**config.mk**
```make
export PLATFORM = sky130hd
export DESIGN_NAME = fetch_queue
export DESIGN_NICKNAME = d
export VERILOG_FILES = /design/src/rtl/fetch_pkg.sv /design/src/rtl/fetch_fifo_mem.sv /design/src/rtl/fetch_queue.sv
export SDC_FILE = /design/constraint.sdc
export NUM_CORES = 1
export LEC_CHECK = 0
export CORE_MARGIN = 3
export CORE_UTILIZATION = 53
export DETAILED_ROUTE_END_ITERATION = 10
export PLACE_DENSITY = 0.78
export SLEW_MARGIN = 20
export SYNTH_ARGS = -nofsm -noshare
export SYNTH_HDL_FRONTEND = slang
export SYNTH_SLANG_ARGS = --single-unit
```
**constraint.sdc**
```tcl
create_clock -name clk -period 6.65 [get_ports clk]
set_clock_uncertainty 0.1 [all_clocks]
set_input_delay 1.33 -clock clk [delete_from_list [all_inputs] [get_ports clk]]
set_output_delay 1.33 -clock clk [all_outputs]
set_load 0.02 [all_outputs]
```
**src/rtl/fetch_pkg.sv**
```systemverilog
// Shared types and constants for the dual-issue instruction fetch queue.
package fetch_pkg;

    typedef enum logic {
        FETCH = 1'b0,
        DRAIN = 1'b1
    } fetch_state_t;

    typedef struct packed {
        logic [31:0] pc;
        logic [31:0] instr;
    } fq_entry_t;

    localparam logic [31:0] NOP_INSTR = 32'h0000_0000;
    localparam logic [31:0] PC_STEP   = 32'd4;

endpackage

```
**src/rtl/fetch_fifo_mem.sv**
```systemverilog
// Entry storage for the fetch queue: one synchronous write port and two
// combinational read ports presenting the two oldest entries.
module fetch_fifo_mem
    import fetch_pkg::*;
#(
    parameter int DEPTH = 8,
    parameter int AW    = $clog2(DEPTH)
) (
    input  logic          clk,
    input  logic          i_we,
    input  logic [AW-1:0] i_waddr,
    input  fq_entry_t     i_wdata,
    input  logic [AW-1:0] i_raddr0,
    input  logic [AW-1:0] i_raddr1,
    output fq_entry_t     o_rdata0,
    output fq_entry_t     o_rdata1
);

    // Contents are qualified by the queue's count, so the array needs no reset.
    fq_entry_t r_mem [DEPTH];

    always_ff @(posedge clk) begin
        if (i_we) begin
            r_mem[i_waddr] <= i_wdata;
        end
    end

    assign o_rdata0 = r_mem[i_raddr0];
    assign o_rdata1 = r_mem[i_raddr1];

endmodule

```
**src/rtl/fetch_queue.sv**
```systemverilog
// Dual-issue fetch queue: in-order word requests to instruction memory, a
// circular buffer of {pc, instr}, and retirement of up to two entries per cycle.
module fetch_queue
    import fetch_pkg::*;
#(
    parameter int          DEPTH    = 8,
    parameter logic [31:0] RESET_PC = 32'h0000_0000
) (
    input  logic         clk,
    input  logic         rst,
    // Request handshake: a transfer happens on a rising edge where
    // imem_req_valid && imem_req_ready; valid never waits on ready.
    output logic         imem_req_valid,
    output logic [31:0]  imem_req_addr,
    input  logic         imem_req_ready,
    input  logic         imem_resp_valid,
    input  logic [31:0]  imem_resp_data,
    input  logic         flush,
    input  logic [31:0]  flush_pc,
    input  logic         freeze1,
    input  logic         freeze2,
    input  logic         dependency_on_ins2,
    output logic [31:0]  instruction0,
    output logic [31:0]  instruction1,
    output logic [31:0]  pc0,
    output logic [31:0]  pc1,
    output logic         valid0,
    output logic         valid1,
    output logic         nothing_filled,
    output fetch_state_t o_dbg_state
);

    localparam int AW = $clog2(DEPTH);
    localparam int CW = AW + 1;

    fetch_state_t r_state;
    fetch_state_t w_state_next;

    logic [31:0]   r_fetch_pc;
    logic [31:0]   r_resp_pc;
    logic [CW-1:0] r_count;
    logic [CW-1:0] r_outstanding;
    logic [AW-1:0] r_wr_ptr;
    logic [AW-1:0] r_rd_ptr;

    logic          w_has_credit;
    logic          w_req_fire;
    logic          w_resp_tracked;
    logic          w_push;
    logic          w_pop0;
    logic          w_pop1;
    logic [CW-1:0] w_count_next;
    logic [CW-1:0] w_outstanding_next;
    logic [31:0]   w_flush_pc_aligned;
    logic [AW-1:0] w_rd_ptr_plus1;
    fq_entry_t     w_wr_entry;
    fq_entry_t     w_rd0;
    fq_entry_t     w_rd1;

    // Credit counts buffered plus in-flight words, so a response always has room.
    assign w_has_credit   = ({1'b0, r_count} + {1'b0, r_outstanding}) < (CW+1)'(DEPTH);
    assign w_req_fire     = imem_req_valid && imem_req_ready;
    assign w_resp_tracked = imem_resp_valid && (r_outstanding != '0);
    assign w_push         = w_resp_tracked && (r_state == FETCH) && !flush;

    assign w_pop0 = valid0 && !freeze1;
    assign w_pop1 = w_pop0 && valid1 && !freeze2 && !dependency_on_ins2;

    assign w_count_next       = r_count + CW'(w_push) - CW'(w_pop0) - CW'(w_pop1);
    assign w_outstanding_next = r_outstanding + CW'(w_req_fire) - CW'(w_resp_tracked);
    assign w_flush_pc_aligned = flush_pc & ~32'h0000_0003;
    assign w_rd_ptr_plus1     = r_rd_ptr + AW'(1);
    assign w_wr_entry         = '{pc: r_resp_pc, instr: imem_resp_data};

    fetch_fifo_mem #(
        .DEPTH (DEPTH),
        .AW    (AW)
    ) u_mem (
        .clk      (clk),
        .i_we     (w_push && !rst),
        .i_waddr  (r_wr_ptr),
        .i_wdata  (w_wr_entry),
        .i_raddr0 (r_rd_ptr),
        .i_raddr1 (w_rd_ptr_plus1),
        .o_rdata0 (w_rd0),
        .o_rdata1 (w_rd1)
    );

    always_ff @(posedge clk) begin
        if (rst) begin
            r_state <= FETCH;
        end else begin
            r_state <= w_state_next;
        end
    end

    // Leaving DRAIN waits for every pre-redirect response to come back.
    always_comb begin
        w_state_next = r_state;
        if (flush) begin
            w_state_next = (w_outstanding_next != '0) ? DRAIN : FETCH;
        end else begin
            case (r_state)
                FETCH:   w_state_next = FETCH;
                DRAIN:   w_state_next = (w_outstanding_next == '0) ? FETCH : DRAIN;
                default: w_state_next = FETCH;
            endcase
        end
    end

    always_comb begin
        imem_req_valid = !rst && !flush && (r_state == FETCH) && w_has_credit;
        imem_req_addr  = r_fetch_pc;
        o_dbg_state    = r_state;
    end

    always_ff @(posedge clk) begin
        if (rst) begin
            r_fetch_pc    <= RESET_PC;
            r_resp_pc     <= RESET_PC;
            r_count       <= '0;
            r_outstanding <= '0;
            r_wr_ptr      <= '0;
            r_rd_ptr      <= '0;
        end else begin
            r_outstanding <= w_outstanding_next;
            if (flush) begin
                r_count    <= '0;
                r_rd_ptr   <= r_wr_ptr;
                r_fetch_pc <= w_flush_pc_aligned;
                r_resp_pc  <= w_flush_pc_aligned;
            end else begin
                r_count  <= w_count_next;
                r_rd_ptr <= r_rd_ptr + AW'(w_pop0) + AW'(w_pop1);
                if (w_push) begin
                    r_wr_ptr  <= r_wr_ptr + AW'(1);
                    r_resp_pc <= r_resp_pc + PC_STEP;
                end
                if (w_req_fire) begin
                    r_fetch_pc <= r_fetch_pc + PC_STEP;
                end
            end
        end
    end

    assign valid0         = (r_count != '0);
    assign valid1         = (r_count >= CW'(2));
    assign nothing_filled = (r_count == '0);
    assign instruction0   = valid0 ? w_rd0.instr : NOP_INSTR;
    assign pc0            = valid0 ? w_rd0.pc    : 32'h0;
    assign instruction1   = valid1 ? w_rd1.instr : NOP_INSTR;
    assign pc1            = valid1 ? w_rd1.pc    : 32'h0;

endmodule

```
---- After elaboration in Yosys (flattened, before gate mapping) ----
Memory sizes are Yosys's and may differ from the RTL's. A register that Yosys moved wholly into a read port is not among the register bits.
Cells that the tools add are included.
word-level totals
  bits in registers ....................... 79
  bits in latches ......................... 0
  memory bits (writable) .................. 512
  memory bits (read-only) ................. 0
  bits of input ports ..................... 72
  output and inout bits ................... 165
  memories ................................ 1
cells by class
  add/sub/neg operators ................... 12
  multiply operators ...................... 0
  divide/modulo/power cells ............... 0
  order comparisons ....................... 2
  eq/ne operators ......................... 0
  shift operators ......................... 0
  mux-type cells .......................... 16
  bitwise gates (word level) .............. 2
  reductions and logical operators ........ 26
memories
  memory       words  bits a word  rd ports  clocked after memory_dff  write ports  line                  text
  u_mem.r_mem  8      64           2         1                         1            fetch_fifo_mem.sv:20  fq_entry_t r_mem [DEPTH];
operators with widths
  cell                                                        number
  2-to-1 mux 32 bit                                           8
  adder 32 x 3 -> 32 bit, second input constant               2
  logical AND 1 bit                                           12
  nonzero test 4 bit                                          3
  subtractor 4 x 1 -> 4 bit                                   3
  adder 4 x 1 -> 4 bit                                        2
  zero test 4 bit                                             2
  adder 3 x 1 -> 3 bit                                        2
  adder 3 x 1 -> 3 bit, second input constant                 2
  2-to-1 mux 3 bit                                            2
  adder 4 x 4 -> 5 bit                                        1
  zero test 1 bit                                             5
  less-than comparator 5 x 4 -> 1 bit, second input constant  1
  2-to-1 mux 1 bit                                            5
  >= comparator 4 x 2 -> 1 bit, second input constant         1
  nonzero test 2 bit                                          2
  inverter 1 bit                                              2
  one-hot mux 1 bit (2 select lines)                          1
  AND reduction 2 bit                                         1
  OR reduction 2 bit                                          1

---- Longest topological paths before layout ----
Gate-level depths: netlist of run 1.
  depth in word-level cells ............... 11
  gate-level depth with buffers ........... 17
  gate-level depth less buffers ........... 15

---- Modules after synthesis ----
From an unflattened synthesis of run 1, not the netlist that was laid out.
second synthesis, totals
  cell total of the unflattened synthesis .. 1647
  area total of the unflattened synthesis .. 28361.0 µm²
modules (own cells, without submodules)
  module          instances  cells an instance  area each (µm²)  sequential area each (µm²)
  fetch_fifo_mem  1          979                23098.4          15374.7
  fetch_queue     1          668                5262.5           1501.4

---- Worst setup path before layout of run 1 ----
OpenSTA, ideal clock, no wires.
  path type ............................... in2reg
  start ................................... in flush
  end ..................................... mem u_mem.r_mem[0][0] (netlist bit), enable pin
  arrival time ............................ 6.447 ns
  data required time ...................... 5.992 ns
  slack ................................... -0.455 ns
  stages .................................. 4
  buffers on the path ..................... 1
  cell sequence ........................... clkbuf_1 > or2_2 > or3_1 > nor3_1
between the ends
  cells in the longest elaborated chain, start to end .. 5
ends and longest elaborated chain
  what                                    line                  text
  from (decl)                             fetch_queue.sv:18     input logic flush,
  zero test 1 bit                         fetch_queue.sv:64     assign w_push = w_resp_tracked && (r_state == FETCH) && !flush;
  logical AND 1 bit                       fetch_queue.sv:64
  logical AND 1 bit                       fetch_queue.sv:80     .i_we (w_push && !rst),
  2-to-1 mux 1 bit                        fetch_fifo_mem.sv:23  if (i_we) begin
  2-to-1 mux 1 bit (not written as such)  fetch_fifo_mem.sv:24  r_mem[i_waddr] <= i_wdata;
  to (decl)                               fetch_fifo_mem.sv:20
Every way passes these cells.

---- Worst setup path in the final report of run 1 ----
  start ................................... reg r_rd_ptr[0]
  end ..................................... out pc1[15]
between the ends
  cells in the longest elaborated chain, start to end .. 3
ends and longest elaborated chain
  what                      line                text
  from (decl)               fetch_queue.sv:44   logic [AW-1:0] r_rd_ptr;
  from (signal assigned)    fetch_queue.sv:129  r_rd_ptr <= r_wr_ptr;
  from (signal assigned)    fetch_queue.sv:134  r_rd_ptr <= r_rd_ptr + AW'(w_pop0) + AW'(w_pop1);
  adder 3 x 1 -> 3 bit      fetch_queue.sv:72   assign w_rd_ptr_plus1 = r_rd_ptr + AW'(1);
  memory read (8 x 64 bit)  n/a
  2-to-1 mux 32 bit         fetch_queue.sv:152  assign pc1 = valid1 ? w_rd1.pc : 32'h0;
  to (decl)                 fetch_queue.sv:26   output logic [31:0] pc1,
Every way passes these cells.

==> impl_metrics.py, run 1 <==
metrics = {
    "setup_path": {
        "cp.required_ns": 5.22,
        "end_kind": "primary output",
        "setup.worst_path.end": "pc1[15]",
        "worst-r2r-setup-slack_ns": 2.88,
        "r2r-end": "o_dbg_state",
        "worstSetupPathType": "flip-flop to primary output",
        "reg2reg_depth": 13,
        "cp_max_fo": 52,
        "r2r-start": "r_count[3]",
        "arrival_ns": 4.06,
        "worstSetupStartpointType": "flip-flop",
        "crit_start": "r_rd_ptr[0]",
    },
    "routing": {
        "post-route-drc-count": 0,
        "via_per_inst": 6.429,
        "drt_pass1_iterations": 5,
        "vias": 16770,
        "wl_um": 66410,
        "wl_per_cell_um": 25.46,
        "drt_iter0_markers": 1804,
        "postRouteAntennaNets": 0,
    },
    "sta": {
        "setup_tns_ns": 0,
        "finalCritPeriodShare_pct": 82.56,
        "holdWs_ns": 0.4513,
        "tightest_slew_ns": 1.063,
        "period_needed_ns": 5.490,
        "finalHoldViolCount": 0,
        "grt_setup_unrepaired": "false",
        "max_slew_margin_pct": 29.11,
        "fmax_mhz": 182.1,
        "maxSlewViolCount": 0,
        "finalSetupViolations": 0,
    },
    "die": {
        "rows": 81,
        "dieWidth_um": 231.0,
        "dieArea_um2": 53380,
        "start_util_pct": 54.27,
        "top_level_ports": 237,
        "chipHeight_um": 231.0,
        "core_um2": 49460,
    },
    "cts": {
        "clk_latency_ns": 0.61,
        "hold_buffers": 0,
        "cts_max_path_buffers": 3,
        "clk_root_buffer_cell": "clkbuf_16",
        "clock-sinks": 571,
        "post-cts-setup-buffers": 0,
        "cts.repair.resized": 0,
        "htree_num_levels": 2,
        "clkTransAtPathRegs_ns": 0.06,
        "cts-buffers-inserted": 56,
        "cts_tree": "yes",
    },
    "yosys": {
        "synth_cells": 1698,
        "synth-main-ff-cell": "edfxtp_1",
        "synth-seq-cells": 571,
        "async_flop_share_pct": 0,
        "synth_cell_types": 59,
        "yosysSeqAreaShare_pct": 61.09,
        "ys_warn_count": 0,
        "synth_edf_count": 496,
        "synth.cell_area_um2": 26840,
        "avgSynthCellArea_um2": 15.81,
    },
    "final_layout": {
        "layout_common_cells": "edfxtp_1, mux4_2, clkdlybuf4s50_1",
        "stdcell_area_um2": 31700,
        "drive_above_1_share_pct": 19.66,
        "nFillCells": 3517,
        "mostFrequentLayoutCell": "edfxtp_1",
        "nets": 1988,
        "syn2layout_area_growth_pct": 18.09,
    },
    "global_routing": {
        "grt_pass1_wl_um": 102100,
        "grt_max_degree": 126,
        "gr-usage-met2_pct": 41.16,
        "grt_pass1_vias": 17030,
        "grt_use_total_pct": 25.03,
        "busiest_layer": "met2",
        "use_met1_pct": 35.14,
        "overflow": 0,
        "antenna_found_initial": 0,
        "gr-usage-met3_pct": 5.285,
    },
    "min_path": {
        "hp-class": "flip-flop to flip-flop",
    },
    "power": {
        "power_density_nw_per_um2": 316.1,
        "ir_drop_mv": 0.2609,
        "p_leak_nw": 9.815,
    },
    "job": {
        "cap_violations": 0,
    },
    "status": {
        "status": "finished clean",
    },
    "place": {
        "dp_hpwl_um": 39250,
        "placed_area_um2": 29970,
        "gp_congestion": 0.8889,
        "port_buffers": 228,
    },
}
==> area by class of cell <==
cell class / instances / area, um^2 / area share (%)
inverter: 31 / 116.4 / 0.3671
timing repair buffer: 259 / 2630 / 8.298
sequential: 571 / 16410 / 51.76
clock inverter: 26 / 193.9 / 0.6119
tap: 664 / 830.8 / 2.621
clock buffer: 80 / 1534 / 4.840
multi-input combinational: 976 / 9981 / 31.49
antenna: 1 / 2.502 / 0.007895
==> cells in the mapped netlist (4+ instances only) <==
| cell type | count | area share (%) |
|---|---|---|
| edfxtp_1 | 496 | 55 |
| mux4_2 | 248 | 21 |
| nand2_1 | 180 | 2.5 |
| nor2_1 | 123 | 1.7 |
| a21oi_1 | 86 | 1.6 |
| clkbuf_1 | 76 | 1.1 |
| dfxtp_1 | 75 | 5.6 |
| mux2i_1 | 70 | 2.6 |
| buf_1 | 42 | 0.59 |
| inv_1 | 31 | 0.43 |
| nand3_1 | 27 | 0.50 |
| nor3_1 | 19 | 0.35 |
| ha_1 | 17 | 0.79 |
| nand4_1 | 17 | 0.40 |
| a31oi_1 | 14 | 0.33 |
| xnor2_1 | 14 | 0.46 |
| xor2_1 | 14 | 0.46 |
| or4_1 | 13 | 0.36 |
| o21ai_0 | 12 | 0.22 |
| and2_1 | 10 | 0.23 |
| a211oi_1 | 8 | 0.22 |
| a21boi_0 | 8 | 0.22 |
| and3_1 | 7 | 0.16 |
| nor4_1 | 7 | 0.16 |
| buf_4 | 6 | 0.17 |
| nor2b_1 | 6 | 0.14 |
| or3_1 | 6 | 0.14 |
| nor3b_1 | 5 | 0.14 |
| o311ai_0 | 5 | 0.16 |
| and4_1 | 4 | 0.13 |
| fa_1 | 4 | 0.30 |
==> through the flow <==
step	instances	total power (W)	util, %	setup WS, ns
floorplan	1703	0.005928	-	1.209
global placement	2501	0.007073	60.57	1.782
detailed placement	2501	0.007116	60.59	1.724
CTS	2607	0.01010	64.08	1.051
global route	2607	0.01043	64.08	0.8524
finish	2608	0.01002	64.09	1.160
==> worst max-delay path: stages (launching register included) <==
cell and delay, ns:
dfxtp_4 0.91, ha_4 0.58, buf_4 0.51, mux4_2 0.57
nand2_1 0.09, a21oi_1 0.06, clkdlybuf4s50_1 0.68
==> cells by family after synthesis <==
group           synth area share, %
flops                         61.09
simple gates                  7.366
compound gates                3.753
other cells                 0.01397
fa+ha+maj                     1.091
xor+xnor                     0.9137
mux                           23.50
buf+inv                       2.270
==> sequential cells by signal, indices dropped and copies added, names as in the netlist <==
name and count:
r_wr_ptr 3, r_resp_pc 30, u_mem.r_mem 496, r_rd_ptr 3, imem_req_addr 30, r_count 4, o_dbg_state 1, r_outstanding 4
==> worst min path at each step <==
| stage | start | endpoint | slack (ns) | depth (start not counted) |
|---|---|---|---|---|
| CTS | imem_req_addr[3] | imem_req_addr[3] | 0.44 | 2 |
| detailed placement | imem_req_addr[3] | imem_req_addr[3] | 0.43 | 2 |
| floorplan | r_wr_ptr[2] | r_rd_ptr[2] | 0.42 | 2 |
| global route | imem_req_addr[3] | imem_req_addr[3] | 0.48 | 2 |
| global placement | imem_req_addr[14] | imem_req_addr[14] | 0.42 | 2 |
| finish | imem_req_addr[30] | imem_req_addr[30] | 0.45 | 2 |
==> metal layers <==
| layer | vias to the layer above | wire length, um |
|---|---|---|
| met5 | - | 0 |
| met4 | 0 | 986 |
| met3 | 78 | 6144 |
| met2 | 848 | 32830 |
| met1 | 8691 | 26450 |
| li1 | 7150 | - |
==> power breakdown <==
group          switching, W  internal [W]  total, W  leakage, nW
registers          0.000138       0.00399   0.00413         5.12
clock network       0.00132       0.00168   0.00300        0.850
logic               0.00157       0.00132   0.00289         3.84
total               0.00302       0.00700    0.0100         9.81
Note: power is estimated with default switching activity, not from simulation.
==> run 2, diff against run 1 <==
==> constraint.sdc (replaced) <==
create_clock -name clk -period 4.67 [get_ports clk]
set_clock_uncertainty 0.1 [all_clocks]
set_input_delay 0.934 -clock clk [delete_from_list [all_inputs] [get_ports clk]]
set_output_delay 0.934 -clock clk [all_outputs]
set_load 0.02 [all_outputs]
==> impl_metrics.py, run 2 (synthesis results as in run 1) <==
metrics = {
    "status": {
        "status": "finished clean",
    },
    "sta": {
        "finalCritPeriodShare_pct": 93.35,
        "grt_setup_unrepaired": "false",
        "finalSetupViolations": 0,
        "fin_ws_ns": 0.3105,
        "finalHoldViolCount": 0,
        "maxSlewViolCount": 0,
        "setup_tns_ns": 0,
        "holdWs_ns": 0.4430,
        "tightest_slew_ns": 1.066,
        "period_needed_ns": 4.359,
        "fmax_mhz": 229.4,
        "max_slew_margin_pct": 28.92,
    },
    "final_layout": {
        "largest_reg_flops": 496,
        "multi_input_area_um2": 9975,
        "syn2layout_area_growth_pct": 18.52,
        "nFillCells": 3482,
        "antenna_cells": 0,
        "layout_common_cells": "edfxtp_1, mux4_2, clkdlybuf4s50_1",
        "mostFrequentLayoutCell": "edfxtp_1",
        "nets": 1996,
        "regMostFlops": "u_mem.r_mem",
        "final-seq-area_um2": 16410,
        "drive_above_1_share_pct": 19.94,
    },
    "setup_path": {
        "worst-r2r-setup-slack_ns": 1.29,
        "cp.required_ns": 3.64,
        "end_kind": "primary output",
        "r2r-start": "r_count[2]",
        "r2r-end": "r_count[3]",
        "reg2reg_depth": 13,
        "worstSetupPathType": "flip-flop to primary output",
        "crit_start": "r_rd_ptr[0]",
        "arrival_ns": 3.33,
        "cp_max_fo": 48,
        "setup.worst_path.end": "pc1[16]",
        "worstSetupStartpointType": "flip-flop",
    },
    "power": {
        "p_leak_nw": 9.884,
        "ir_drop_mv": 0.3456,
        "power_w": 0.01445,
        "power_density_nw_per_um2": 454.2,
    },
    "die": {
        "dieWidth_um": 231.0,
        "rows": 81,
        "start_util_pct": 54.27,
        "core_um2": 49460,
        "dieArea_um2": 53380,
        "top_level_ports": 237,
        "chipHeight_um": 231.0,
    },
    "cts": {
        "hold_buffers": 0,
        "cts_max_path_buffers": 3,
        "post-cts-setup-buffers": 0,
        "cts-buffers-inserted": 58,
        "clock-sinks": 571,
        "cts.repair.resized": 0,
        "cts_tree": "yes",
        "clkTransAtPathRegs_ns": 0.06,
        "clk_latency_ns": 0.61,
        "htree_num_levels": 2,
        "clk_root_buffer_cell": "clkbuf_16",
    },
    "routing": {
        "vias": 16770,
        "drt_pass1_iterations": 5,
        "post-route-drc-count": 0,
        "postRouteAntennaNets": 0,
        "wl_per_cell_um": 25.45,
        "drt_iter0_markers": 1701,
        "wl_um": 66420,
        "via_per_inst": 6.424,
    },
    "global_routing": {
        "grt_pass1_vias": 17080,
        "overflow": 0,
        "antenna_found_initial": 0,
        "grt_max_degree": 126,
        "grt_use_total_pct": 24.92,
        "grt_pass1_wl_um": 101400,
    },
    "place": {
        "port_buffers": 228,
        "place_ws_ns": 0.8074,
        "dp_hpwl_um": 38170,
        "gp_congestion": 0.9014,
    },
    "min_path": {
        "hp-start": "imem_req_addr[14]",
        "hp-class": "flip-flop to flip-flop",
    },
    "job": {
        "cap_violations": 0,
    },
}
## run 2: worst min-delay path by stage
stage,depth (start not counted),to
global route,2,imem_req_addr[18]
CTS,2,imem_req_addr[14]
floorplan,2,r_rd_ptr[2]
finish,2,imem_req_addr[14]
detailed placement,2,imem_req_addr[14]
global placement,2,imem_req_addr[14]
## run 2: report_power, final
part           total (W)  switching [W]  internal [W]
combinational    0.00418        0.00228       0.00190
clock            0.00443        0.00186       0.00257
sequential       0.00584       0.000157       0.00568
## run 2: cell type report
| cell class | count | share of cell area (%) |
|---|---|---|
| multi-input combinational | 976 | 31.36 |
| timing repair buffer | 265 | 8.421 |
| sequential | 571 | 51.58 |
| inverter | 31 | 0.3658 |
| clock buffer | 70 | 4.771 |
| tap | 664 | 2.612 |
| clock inverter | 33 | 0.8929 |
## run 2: through the flow
| stage | instance area (um^2) | cells | utilization, % |
|---|---|---|---|
| finish | 31810 | 2610 | 64.32 |
| global route | 31810 | 2610 | 64.32 |
| CTS | 31810 | 2610 | 64.31 |
| detailed placement | 30000 | 2507 | 60.67 |
| global placement | 30000 | 2507 | 60.67 |
| floorplan | 26870 | 1703 | - |
## run 2: routing by layer
metal	vias up	share of wire, %	GRT usage, %
li1	7165	-	-
met1	8672	39	34.02
met2	828	50	40.72
met3	102	9.0	5.740
met4	0	2.6	7.302
met5	-	0	0
## run 2: worst max-delay path: stages (launching register included)
cell,delay (ns)
dfxtp_4,0.38
ha_4,0.53
buf_12,0.39
mux4_2,0.29
nand2_1,0.06
a21oi_1,0.37
clkdlybuf4s50_1,0.69
